==> src/rtl/dmem_access_sequencer_if.sv <==
// Bus bundle between the data-memory sequencer, its two requesters (cpu, dma)
// and the byte-wide memory macro. The sequencer uses the slave view.
interface dmem_access_sequencer_if #(
  parameter int ADDR_W = 13,
  parameter int DATA_W = 64
);
  logic              cpu_req;
  logic              cpu_we;
  logic [ADDR_W-1:0] cpu_addr;
  logic [DATA_W-1:0] cpu_wdata;
  logic [DATA_W-1:0] cpu_rdata;
  logic              cpu_done;
  logic              cpu_err;
  logic              cpu_stall;

  logic              dma_req;
  logic              dma_we;
  logic [ADDR_W-1:0] dma_addr;
  logic [DATA_W-1:0] dma_wdata;
  logic [DATA_W-1:0] dma_rdata;
  logic              dma_done;
  logic              dma_err;

  logic              mem_en;
  logic              mem_we;
  logic [ADDR_W-1:0] mem_addr;
  logic [7:0]        mem_wdata;
  logic [7:0]        mem_rdata;

  modport slave (
    input  cpu_req, cpu_we, cpu_addr, cpu_wdata,
    output cpu_rdata, cpu_done, cpu_err, cpu_stall,
    input  dma_req, dma_we, dma_addr, dma_wdata,
    output dma_rdata, dma_done, dma_err,
    output mem_en, mem_we, mem_addr, mem_wdata,
    input  mem_rdata
  );

  modport master (
    output cpu_req, cpu_we, cpu_addr, cpu_wdata,
    input  cpu_rdata, cpu_done, cpu_err, cpu_stall,
    output dma_req, dma_we, dma_addr, dma_wdata,
    input  dma_rdata, dma_done, dma_err,
    input  mem_en, mem_we, mem_addr, mem_wdata,
    output mem_rdata
  );
endinterface

==> src/rtl/dmem_access_sequencer.sv <==
// Shares a byte-wide data memory between the cpu and dma ports, splitting each
// doubleword access into little-endian byte beats with cpu-priority arbitration.
module dmem_access_sequencer #(
  parameter int ADDR_W     = 13,
  parameter int DATA_W     = 64,
  parameter int STARVE_MAX = 4
) (
  input  logic                    clk,
  input  logic                    rst_n,
  dmem_access_sequencer_if.slave  bus,
  output logic                    busy
);
  localparam int NBEATS = DATA_W / 8;
  localparam int BEAT_W = $clog2(NBEATS);
  localparam int CNT_W  = $clog2(STARVE_MAX + 1);

  typedef enum logic [1:0] {IDLE, XFER, RLAST, DONE} state_t;

  state_t              state_q, state_d;
  logic                owner_dma_q, owner_dma_d;
  logic                we_q, we_d;
  logic                err_q, err_d;
  logic [ADDR_W-1:0]   addr_q, addr_d;
  logic [DATA_W-1:0]   wdata_q, wdata_d;
  logic [BEAT_W-1:0]   beat_q, beat_d;
  logic [DATA_W-9:0]   rd_buf_q, rd_buf_d;
  logic [DATA_W-1:0]   cpu_rdata_q, cpu_rdata_d;
  logic [DATA_W-1:0]   dma_rdata_q, dma_rdata_d;
  logic [CNT_W-1:0]    starve_q, starve_d;
  logic [BEAT_W-1:0]   prev_beat;
  logic                grant_dma, grant_cpu;

  always_comb begin
    state_d     = state_q;
    owner_dma_d = owner_dma_q;
    we_d        = we_q;
    err_d       = err_q;
    addr_d      = addr_q;
    wdata_d     = wdata_q;
    beat_d      = beat_q;
    rd_buf_d    = rd_buf_q;
    cpu_rdata_d = cpu_rdata_q;
    dma_rdata_d = dma_rdata_q;
    prev_beat   = beat_q - BEAT_W'(1);
    grant_dma   = (state_q == IDLE) && bus.dma_req &&
                  (!bus.cpu_req || (starve_q == CNT_W'(STARVE_MAX)));
    grant_cpu   = (state_q == IDLE) && bus.cpu_req && !grant_dma;

    case (state_q)
      IDLE: begin
        if (grant_dma || grant_cpu) begin
          owner_dma_d = grant_dma;
          we_d        = grant_dma ? bus.dma_we    : bus.cpu_we;
          addr_d      = grant_dma ? bus.dma_addr  : bus.cpu_addr;
          wdata_d     = grant_dma ? bus.dma_wdata : bus.cpu_wdata;
          beat_d      = '0;
          err_d       = (addr_d[BEAT_W-1:0] != '0);
          state_d     = err_d ? DONE : XFER;
        end
      end
      XFER: begin
        // Memory read latency is one cycle, so beat b sees the byte of beat b-1.
        if (!we_q && (beat_q != '0)) begin
          rd_buf_d[{prev_beat, 3'b000} +: 8] = bus.mem_rdata;
        end
        if (beat_q == BEAT_W'(NBEATS - 1)) begin
          state_d = we_q ? DONE : RLAST;
        end else begin
          beat_d = beat_q + BEAT_W'(1);
        end
      end
      RLAST: begin
        if (owner_dma_q) dma_rdata_d = {bus.mem_rdata, rd_buf_q};
        else             cpu_rdata_d = {bus.mem_rdata, rd_buf_q};
        state_d = DONE;
      end
      DONE:    state_d = IDLE;
      default: state_d = IDLE;
    endcase
  end

  // Starvation guard: counts cpu wins while dma is kept waiting.
  always_comb begin
    if (!bus.dma_req || grant_dma) begin
      starve_d = '0;
    end else if (grant_cpu && (starve_q != CNT_W'(STARVE_MAX))) begin
      starve_d = starve_q + CNT_W'(1);
    end else begin
      starve_d = starve_q;
    end
  end

  always_ff @(posedge clk or negedge rst_n) begin
    if (!rst_n) begin
      state_q     <= IDLE;
      owner_dma_q <= 1'b0;
      we_q        <= 1'b0;
      err_q       <= 1'b0;
      addr_q      <= '0;
      wdata_q     <= '0;
      beat_q      <= '0;
      rd_buf_q    <= '0;
      cpu_rdata_q <= '0;
      dma_rdata_q <= '0;
      starve_q    <= '0;
    end else begin
      state_q     <= state_d;
      owner_dma_q <= owner_dma_d;
      we_q        <= we_d;
      err_q       <= err_d;
      addr_q      <= addr_d;
      wdata_q     <= wdata_d;
      beat_q      <= beat_d;
      rd_buf_q    <= rd_buf_d;
      cpu_rdata_q <= cpu_rdata_d;
      dma_rdata_q <= dma_rdata_d;
      starve_q    <= starve_d;
    end
  end

  assign bus.mem_en    = (state_q == XFER);
  assign bus.mem_we    = bus.mem_en && we_q;
  assign bus.mem_addr  = bus.mem_en ? (addr_q + ADDR_W'(beat_q)) : '0;
  assign bus.mem_wdata = bus.mem_en ? wdata_q[{beat_q, 3'b000} +: 8] : '0;

  assign bus.cpu_done  = (state_q == DONE) && !owner_dma_q;
  assign bus.dma_done  = (state_q == DONE) && owner_dma_q;
  assign bus.cpu_err   = bus.cpu_done && err_q;
  assign bus.dma_err   = bus.dma_done && err_q;
  assign bus.cpu_stall = bus.cpu_req && !bus.cpu_done;
  assign bus.cpu_rdata = cpu_rdata_q;
  assign bus.dma_rdata = dma_rdata_q;
  assign busy          = (state_q != IDLE);
endmodule

==> src/flat_wrapper.sv <==
// flat-port wrapper written by rule: the top's interface ports become plain ports
module dmem_access_sequencer_flat 
#(
  parameter int ADDR_W     = 13,
  parameter int DATA_W     = 64,
  parameter int STARVE_MAX = 4
)
  (clk, rst_n, busy, bus_cpu_req, bus_cpu_we, bus_cpu_addr, bus_cpu_wdata, bus_cpu_rdata, bus_cpu_done, bus_cpu_err, bus_cpu_stall, bus_dma_req, bus_dma_we, bus_dma_addr, bus_dma_wdata, bus_dma_rdata, bus_dma_done, bus_dma_err, bus_mem_en, bus_mem_we, bus_mem_addr, bus_mem_wdata, bus_mem_rdata);
  dmem_access_sequencer_if #(.ADDR_W(ADDR_W), .DATA_W(DATA_W)) bus_i ();
  input  logic clk;
  input  logic rst_n;
  output logic busy;
  input wire logic [$bits(bus_i.cpu_req)-1:0] bus_cpu_req;
  input wire logic [$bits(bus_i.cpu_we)-1:0] bus_cpu_we;
  input wire logic [$bits(bus_i.cpu_addr)-1:0] bus_cpu_addr;
  input wire logic [$bits(bus_i.cpu_wdata)-1:0] bus_cpu_wdata;
  output wire logic [$bits(bus_i.cpu_rdata)-1:0] bus_cpu_rdata;
  output wire logic [$bits(bus_i.cpu_done)-1:0] bus_cpu_done;
  output wire logic [$bits(bus_i.cpu_err)-1:0] bus_cpu_err;
  output wire logic [$bits(bus_i.cpu_stall)-1:0] bus_cpu_stall;
  input wire logic [$bits(bus_i.dma_req)-1:0] bus_dma_req;
  input wire logic [$bits(bus_i.dma_we)-1:0] bus_dma_we;
  input wire logic [$bits(bus_i.dma_addr)-1:0] bus_dma_addr;
  input wire logic [$bits(bus_i.dma_wdata)-1:0] bus_dma_wdata;
  output wire logic [$bits(bus_i.dma_rdata)-1:0] bus_dma_rdata;
  output wire logic [$bits(bus_i.dma_done)-1:0] bus_dma_done;
  output wire logic [$bits(bus_i.dma_err)-1:0] bus_dma_err;
  output wire logic [$bits(bus_i.mem_en)-1:0] bus_mem_en;
  output wire logic [$bits(bus_i.mem_we)-1:0] bus_mem_we;
  output wire logic [$bits(bus_i.mem_addr)-1:0] bus_mem_addr;
  output wire logic [$bits(bus_i.mem_wdata)-1:0] bus_mem_wdata;
  input wire logic [$bits(bus_i.mem_rdata)-1:0] bus_mem_rdata;
  assign bus_i.cpu_req = bus_cpu_req;
  assign bus_i.cpu_we = bus_cpu_we;
  assign bus_i.cpu_addr = bus_cpu_addr;
  assign bus_i.cpu_wdata = bus_cpu_wdata;
  assign bus_cpu_rdata = bus_i.cpu_rdata;
  assign bus_cpu_done = bus_i.cpu_done;
  assign bus_cpu_err = bus_i.cpu_err;
  assign bus_cpu_stall = bus_i.cpu_stall;
  assign bus_i.dma_req = bus_dma_req;
  assign bus_i.dma_we = bus_dma_we;
  assign bus_i.dma_addr = bus_dma_addr;
  assign bus_i.dma_wdata = bus_dma_wdata;
  assign bus_dma_rdata = bus_i.dma_rdata;
  assign bus_dma_done = bus_i.dma_done;
  assign bus_dma_err = bus_i.dma_err;
  assign bus_mem_en = bus_i.mem_en;
  assign bus_mem_we = bus_i.mem_we;
  assign bus_mem_addr = bus_i.mem_addr;
  assign bus_mem_wdata = bus_i.mem_wdata;
  assign bus_i.mem_rdata = bus_mem_rdata;
  dmem_access_sequencer #(.ADDR_W(ADDR_W), .DATA_W(DATA_W), .STARVE_MAX(STARVE_MAX)) u_core (.clk(clk), .rst_n(rst_n), .bus(bus_i), .busy(busy));
endmodule
==> config.mk <==
export PLATFORM = sky130hd
export DESIGN_NAME = dmem_access_sequencer_flat
export DESIGN_NICKNAME = d
export VERILOG_FILES = /design/src/rtl/dmem_access_sequencer_if.sv /design/src/rtl/dmem_access_sequencer.sv /design/src/flat_wrapper.sv
export SDC_FILE = /design/constraint.sdc
export NUM_CORES = 1
export LEC_CHECK = 0
export CORE_ASPECT_RATIO = 2
export CORE_UTILIZATION = 49
export CTS_CLUSTER_SIZE = 40
export DETAILED_ROUTE_END_ITERATION = 6
export PLACE_DENSITY = 0.8
export SLEW_MARGIN = 25
export SYNTH_ARGS = -nofsm -noshare
export SYNTH_HDL_FRONTEND = slang
export SYNTH_SLANG_ARGS = --single-unit
==> constraint.sdc <==
create_clock -name clk -period 4 [get_ports clk]
set_clock_uncertainty 0.05 [all_clocks]
set_input_delay 0.8 -clock clk [delete_from_list [all_inputs] [get_ports clk]]
set_output_delay 0.8 -clock clk [all_outputs]
set_load 0.01 [all_outputs]
### Word level (Yosys, flattened, before mapping)

Cells that the tools add are included.

* add/sub/neg operators: 5
* equality and inequality tests: 9
* shifts and indexed selects: 3
* muxes and demuxes: 16
* bitwise operators: 1
* reduce and logical (&&, ||, !) cells: 33

Operator list (count)
* two-way mux 64 bit: 1
* indexed part select 64 x 7 -> 8 bit: 1
* bitwise mux 56 bit: 1
* variable shift 8 x 8 -> 56 bit, first input constant: 1
* indexed part select 8 x 8 -> 56 bit: 1
* two-way mux 13 bit: 2
* adder 13 x 3 -> 13 bit: 1
* logical AND 1 bit: 12
* two-way mux 3 bit: 4
* AND reduction 2 bit: 5
* two-way mux 8 bit: 1
* negator 6 -> 8 bit: 1
* one-hot mux 2 bit (4 select lines): 1
* adder 3 x 1 -> 3 bit, second input constant: 2
* == test 3 bit, second input constant: 2
* zero test 1 bit: 6
* two-way mux 2 bit: 3
* != test 2 bit, second input constant: 3
* one-hot mux 3 bit (2 select lines): 1
* nonzero test 2 bit: 3
* nonzero test 3 bit: 2
* == test 2 bit, second input constant: 2
* logical OR 1 bit: 3
* != test 3 bit, second input constant: 1
* other kinds (6): 7

* flip-flop bits (word level): 272
* input bits: 168
* logic and storage cells: 78

### Depth between registers and ports, before layout

Gate-level depths: netlist of run 1.

* word-level depth: 8
* gate-level depth with buffers: 10

### Worst setup path before layout of run 1

No wires, ideal clock.

* path kind: register to register
* from: reg u_core.beat_q[1]
* to: reg u_core.rd_buf_q[40]
* setup time: 125 ps
* arrival: 2673 ps
* data required time: 3825 ps
* setup slack: 1152 ps
* cell stages (with the launch flop): 11
* clock period less this slack: 2848 ps
* path through: dfrtp_1 -> buf_2 -> buf_2 -> inv_1 -> ha_1 -> xnor2_2 -> ha_1 -> nor4b_2 -> and3_1 -> buf_4 -> mux2_4

* word-level cells in the longest chain between the ends: 4

RTL lines
* from (decl): line dmem_access_sequencer.sv:25 `logic [BEAT_W-1:0] beat_q, beat_d;`
* from (signal assigned): line dmem_access_sequencer.sv:113 `beat_q <= beat_d;`
* subtractor 3 x 1 -> 3 bit: line dmem_access_sequencer.sv:44 `prev_beat = beat_q - BEAT_W'(1);`
* negator 6 -> 8 bit: line dmem_access_sequencer.sv:64 `rd_buf_d[{prev_beat, 3'b000} +: 8] = bus.mem_rdata;`
* indexed part select 8 x 8 -> 56 bit / variable shift 8 x 8 -> 56 bit (equally long branches): line dmem_access_sequencer.sv:64
* bitwise mux 56 bit: line dmem_access_sequencer.sv:64
* to (signal assigned): line dmem_access_sequencer.sv:114 `rd_buf_q <= rd_buf_d;`
* to (decl): line dmem_access_sequencer.sv:26 `logic [DATA_W-9:0] rd_buf_q, rd_buf_d;`

Parallel ways exist; a longest one is shown, timed or not.
A chain may end at the register's enable or synchronous reset.

### Worst setup path in the final report of run 1

* from: reg u_core.addr_q[1]
* to: out bus_mem_addr[9]

* word-level cells in the longest chain between the ends: 2

RTL lines
* from (decl): line dmem_access_sequencer.sv:23 `logic [ADDR_W-1:0] addr_q, addr_d;`
* from (signal assigned): line dmem_access_sequencer.sv:111 `addr_q <= addr_d;`
* adder 13 x 3 -> 13 bit: line dmem_access_sequencer.sv:123 `assign bus.mem_addr = bus.mem_en ? (addr_q + ADDR_W'(beat_q)) : '0;`
* two-way mux 13 bit: line dmem_access_sequencer.sv:123
* to (decl): line flat_wrapper.sv:30 `output wire logic [$bits(bus_i.mem_addr)-1:0] bus_mem_addr;`

No other way between the ends.

==> results of run 1 <==
worst paths after layout:
check	endpoint	slack [ns]	depth (start not counted)
max	bus_mem_addr[9]	0.19	6
min	u_core.bus.cpu_rdata[19]	0.27	1
max reg2reg	u_core.rd_buf_q[7]	0.66	8
min reg2reg	u_core.wdata_q[51]	0.43	2
max in group asynchronous	u_core.wdata_q[25]	2.64	2
min in group clk	u_core.wdata_q[51]	0.43	2
critical path: cells and delay by family, from the launching register on:
| family | cells | cell delay (ns) |
|---|---|---|
| buffers and inverters | 1 | 0.58 |
| AND/OR/NAND/NOR | 2 | 0.30 |
| multiplexers | 1 | 0.19 |
| flip-flops | 1 | 0.42 |
| AO/OA/AOI/OAI | 1 | 0.62 |
| adder cells (fa/ha/maj) | 1 | 0.31 |
cells in the mapped netlist (all sizes together), types with 2 or more instances:
cell	n
inv	25
a211oi	2
buf	30
nand2b	4
and3	6
mux4	16
and2	27
xnor2	4
a21boi	3
mux2i	107
o21ai	116
nor2	5
nor2b	14
mux2	138
a22oi	2
ha	18
a22o	5
nand4	2
nor3b	5
xor2	2
a21o	3
dfrtp	272
nor3	5
nand3	8
nand2	137
nor4b	2
clkbuf	27
sequential cells by signal (all words and copies together), names as in the netlist:
signal,flops
u_core.bus.cpu_rdata,64
u_core.bus.dma_rdata,64
u_core.wdata_q,64
u_core.rd_buf_q,56
u_core.addr_q,13
u_core.beat_q,3
u_core.starve_q,3
u_core.state_q,2
u_core.err_q,1
u_core.owner_dma_q,1
u_core.we_q,1
layer usage:
layer,vias up,part of all wire [%]
met5,-,0
met4,0,4.3
met3,71,4.5
met2,307,58
met1,4295,33
li1,4085,-
cells in the final DEF (no fill, tap or decap), drive strengths merged, types with 3 or more instances in the layout:
| master | instances |
|---|---|
| and3 | 6 |
| inv | 25 |
| nor2 | 5 |
| nand3 | 8 |
| a21o | 3 |
| mux4 | 16 |
| xnor2 | 4 |
| a22o | 5 |
| buf | 23 |
| clkbuf | 35 |
| nand2 | 137 |
| dfrtp | 272 |
| mux2i | 107 |
| o21ai | 116 |
| nand2b | 4 |
| ha | 18 |
| nor3b | 5 |
| clkinv | 4 |
| a21boi | 3 |
| nor3 | 5 |
| nor2b | 14 |
| and2 | 27 |
| clkdlybuf4s50 | 323 |
| mux2 | 138 |
area by class of cell:
class	count	area, um^2
fill	1894	8140
sequential	272	6810
multi-input combinational	641	5250
timing repair buffer	346	3450
clock buffer	35	703
tap	336	420
inverter	25	93.8
clock inverter	7	68.8
where the power goes:
group	internal [W]	leakage (nW)	switching, W	total, W
combinational	0.00317	3.42	0.00250	0.00567
sequential	0.00409	3.30	0.000908	0.00500
clock	0.00129	0.374	0.00100	0.00229
total	0.00855	7.09	0.00441	0.0130
kinds of logic after synthesis:
kind of cell             count (synthesis)
multiplexers                           261
flip-flops                             272
XOR/XNOR                                 6
AO/OA/AOI/OAI                          136
buffers and inverters                   82
AND/OR/NAND/NOR                        219
adder cells (fa/ha/maj)                 19
metrics by stage:
| stage | hold slack, ns | cells |
|---|---|---|
| 2_1_floorplan | 0.395 | 995 |
| 3_3_place_gp | 0.405 | 1620 |
| 3_5_place_dp | 0.417 | 1620 |
| 4_1_cts | 0.352 | 1662 |
| 5_1_grt | 0.361 | 1662 |
| 6_report | 0.269 | 1662 |
==> summary.md, run 1 <==
| Metric | Value |
|---|---|
| Num ports | 325 |
| Hold_buf cts | 0 |
| Compound-gate portion of the synthesized area | 5.99% |
| Port bufs | 324 |
| CP Launch Point | u_core.addr_q[1] |
| GR peak layer | met2 |
| CP max-delay cell | a211oi_1 |
| Drt pass-1 iters | 5 |
| Total negative slack | 0 ns |
| CP endpoint kind | output pin |
| Initial antenna violation count | 0 |
| Primary FF master, synth | dfrtp_1 |
| Area grow syn2layout | 35.2% |
| Setup Viol. Count Final | 0 |
| Library cells used by synthesis | 50 |
| Async SR Flop Fraction | 100% |
| Post-route cell area | 16800 um^2 |
| Mean Syn Cell Area | 12.5 um^2 |
| Diode count | 0 |
| Number of global-route vias before repair | 9376 |
| Simple-gate share of the synthesized area | 8.57% |
| Via Count | 8758 |
| Die X | 115 um |
| Core ar. | 24900 um^2 |
| Routed Antenna Nets | 0 |
| GPL Wtd Cong | 0.814 |
| Worst hold path type | in2async |
| Clock Path Buffers | 3 |
| Vias/cell | 5.27 |
| Critical Path Fanout Max | 6 |
| Slew margin rel. | 32.2% |
| GRT overflow | 0 |
| Leakage Power | 7.09 nW |
| Main combinational cell family by area after synthesis | multiplexers |
| Final hold violations | 0 |
| Yosys top cell by area | dfrtp_1 |
| Grt met3 use | 3.04% |
| Period utilisation layout | 95.2% |
| Post-synthesis xor/xnor area fraction | 0.484% |
| Share of cells above drive strength 1 | 17.0% |
| Largest net degree at the start of global routing | 124 |
| Register bit total from synthesis | 272 |
| Pins Over Slew Limit | 0 |
| Post-CTS Setup Inserts | 0 |
| Outcome | completed |
| Drt wl/cell | 19.4 um |
| Root Driver | clkbuf_16 |
| Crit path time final | 3.81 ns |
| Mapped cell area | 12400 um^2 |
| Max-cap violation count | 0 |
| CTS resizes | 0 |
| Setup CP Type | reg2out |
| Worst-path cell chain | ha_1 > a211oi_1 > nor2_1 > nand3_1 > mux2i_1 > clkdlybuf4s50_1 |
| Unrepaired setup endpoints after global routing | no |
| Multiplexer share of the synthesized area | 25.0% |
| Starting Density | 49.8% |
| Arr. time, crit path | 2.96 ns |
| FMAX | 263 MHz |
| Post-Synthesis Cells | 995 |
| Max incr delay on CP | 0.62 ns |
| Post-layout power | 0.0130 W |
| Syn Nets | 1182 |
| Final wirelength | 32200 um |
| Die height | 227 um |
| First-pass GRT wire length | 49900 um |
| PD cells | 772 nW/um^2 |
| Clock Latency Late Sink | 0.53 ns |
| Post-Place Setup Slack | 0.720 ns |
| Critical Path Start Type | register |
| Num Clock Sinks | 272 |
| Met1 usage | 25.2% |
| Final WS setup | 0.191 ns |
| Worst r2r src | u_core.beat_q[0] |
| Clock transition at path regs | 0.07 ns |
| CTS Buf Count | 24 |
| DRC | 0 |
| CTS tree | yes |
| Tot GR Track Use | 25.4% |
| Post-synth EDFFs | 0 |
| Die area | 26000 um^2 |
| Final net count | 1497 |
| Cell Rows | 82 |
| Drt initial violations | 408 |
| H-tree depth | 1 |
| Seq/Total Area, Yosys | 54.8% |
| Met2 usage | 51.2% |
| Synth top area share | 54.8% |
| Slew @ Worst Pin | 1.02 ns |
| Synth Area in Adders | 1.98% |
| Final core utilization | 67.3% |
| Synth area leaders | dfrtp_1 55%, mux2_2 9.6%, mux2i_1 8.6% |
| Placed wire-length estimate | 24000 um |
| Yosys Warn Count | 0 |
| Placed Area | 16000 um^2 |
| Peak VDD IR | 0.439 mV |
| Critical Path RT | 3.15 ns |
Power figures use the tool's default switching activity.
==> inputs of run 2 (changes only) <==
--- a/config.mk
+++ b/config.mk
@@ -5,6 +5,7 @@
 export SDC_FILE = /design/constraint.sdc
 export NUM_CORES = 1
 export LEC_CHECK = 0
+export CAP_MARGIN = 20
 export CORE_ASPECT_RATIO = 2
 export CORE_UTILIZATION = 49
 export CTS_CLUSTER_SIZE = 40
==> results of run 2 <==
Same layout as run 1: the final DEF is identical, and so are final timing and power.
==> inputs of run 3 (changes only) <==
--- a/config.mk
+++ b/config.mk
@@ -5,7 +5,6 @@
 export SDC_FILE = /design/constraint.sdc
 export NUM_CORES = 1
 export LEC_CHECK = 0
-export CAP_MARGIN = 20
 export CORE_ASPECT_RATIO = 2
 export CORE_UTILIZATION = 49
 export CTS_CLUSTER_SIZE = 40
==> results of run 3 <==
Same layout as run 1: the final DEF is identical, and so are final timing and power.
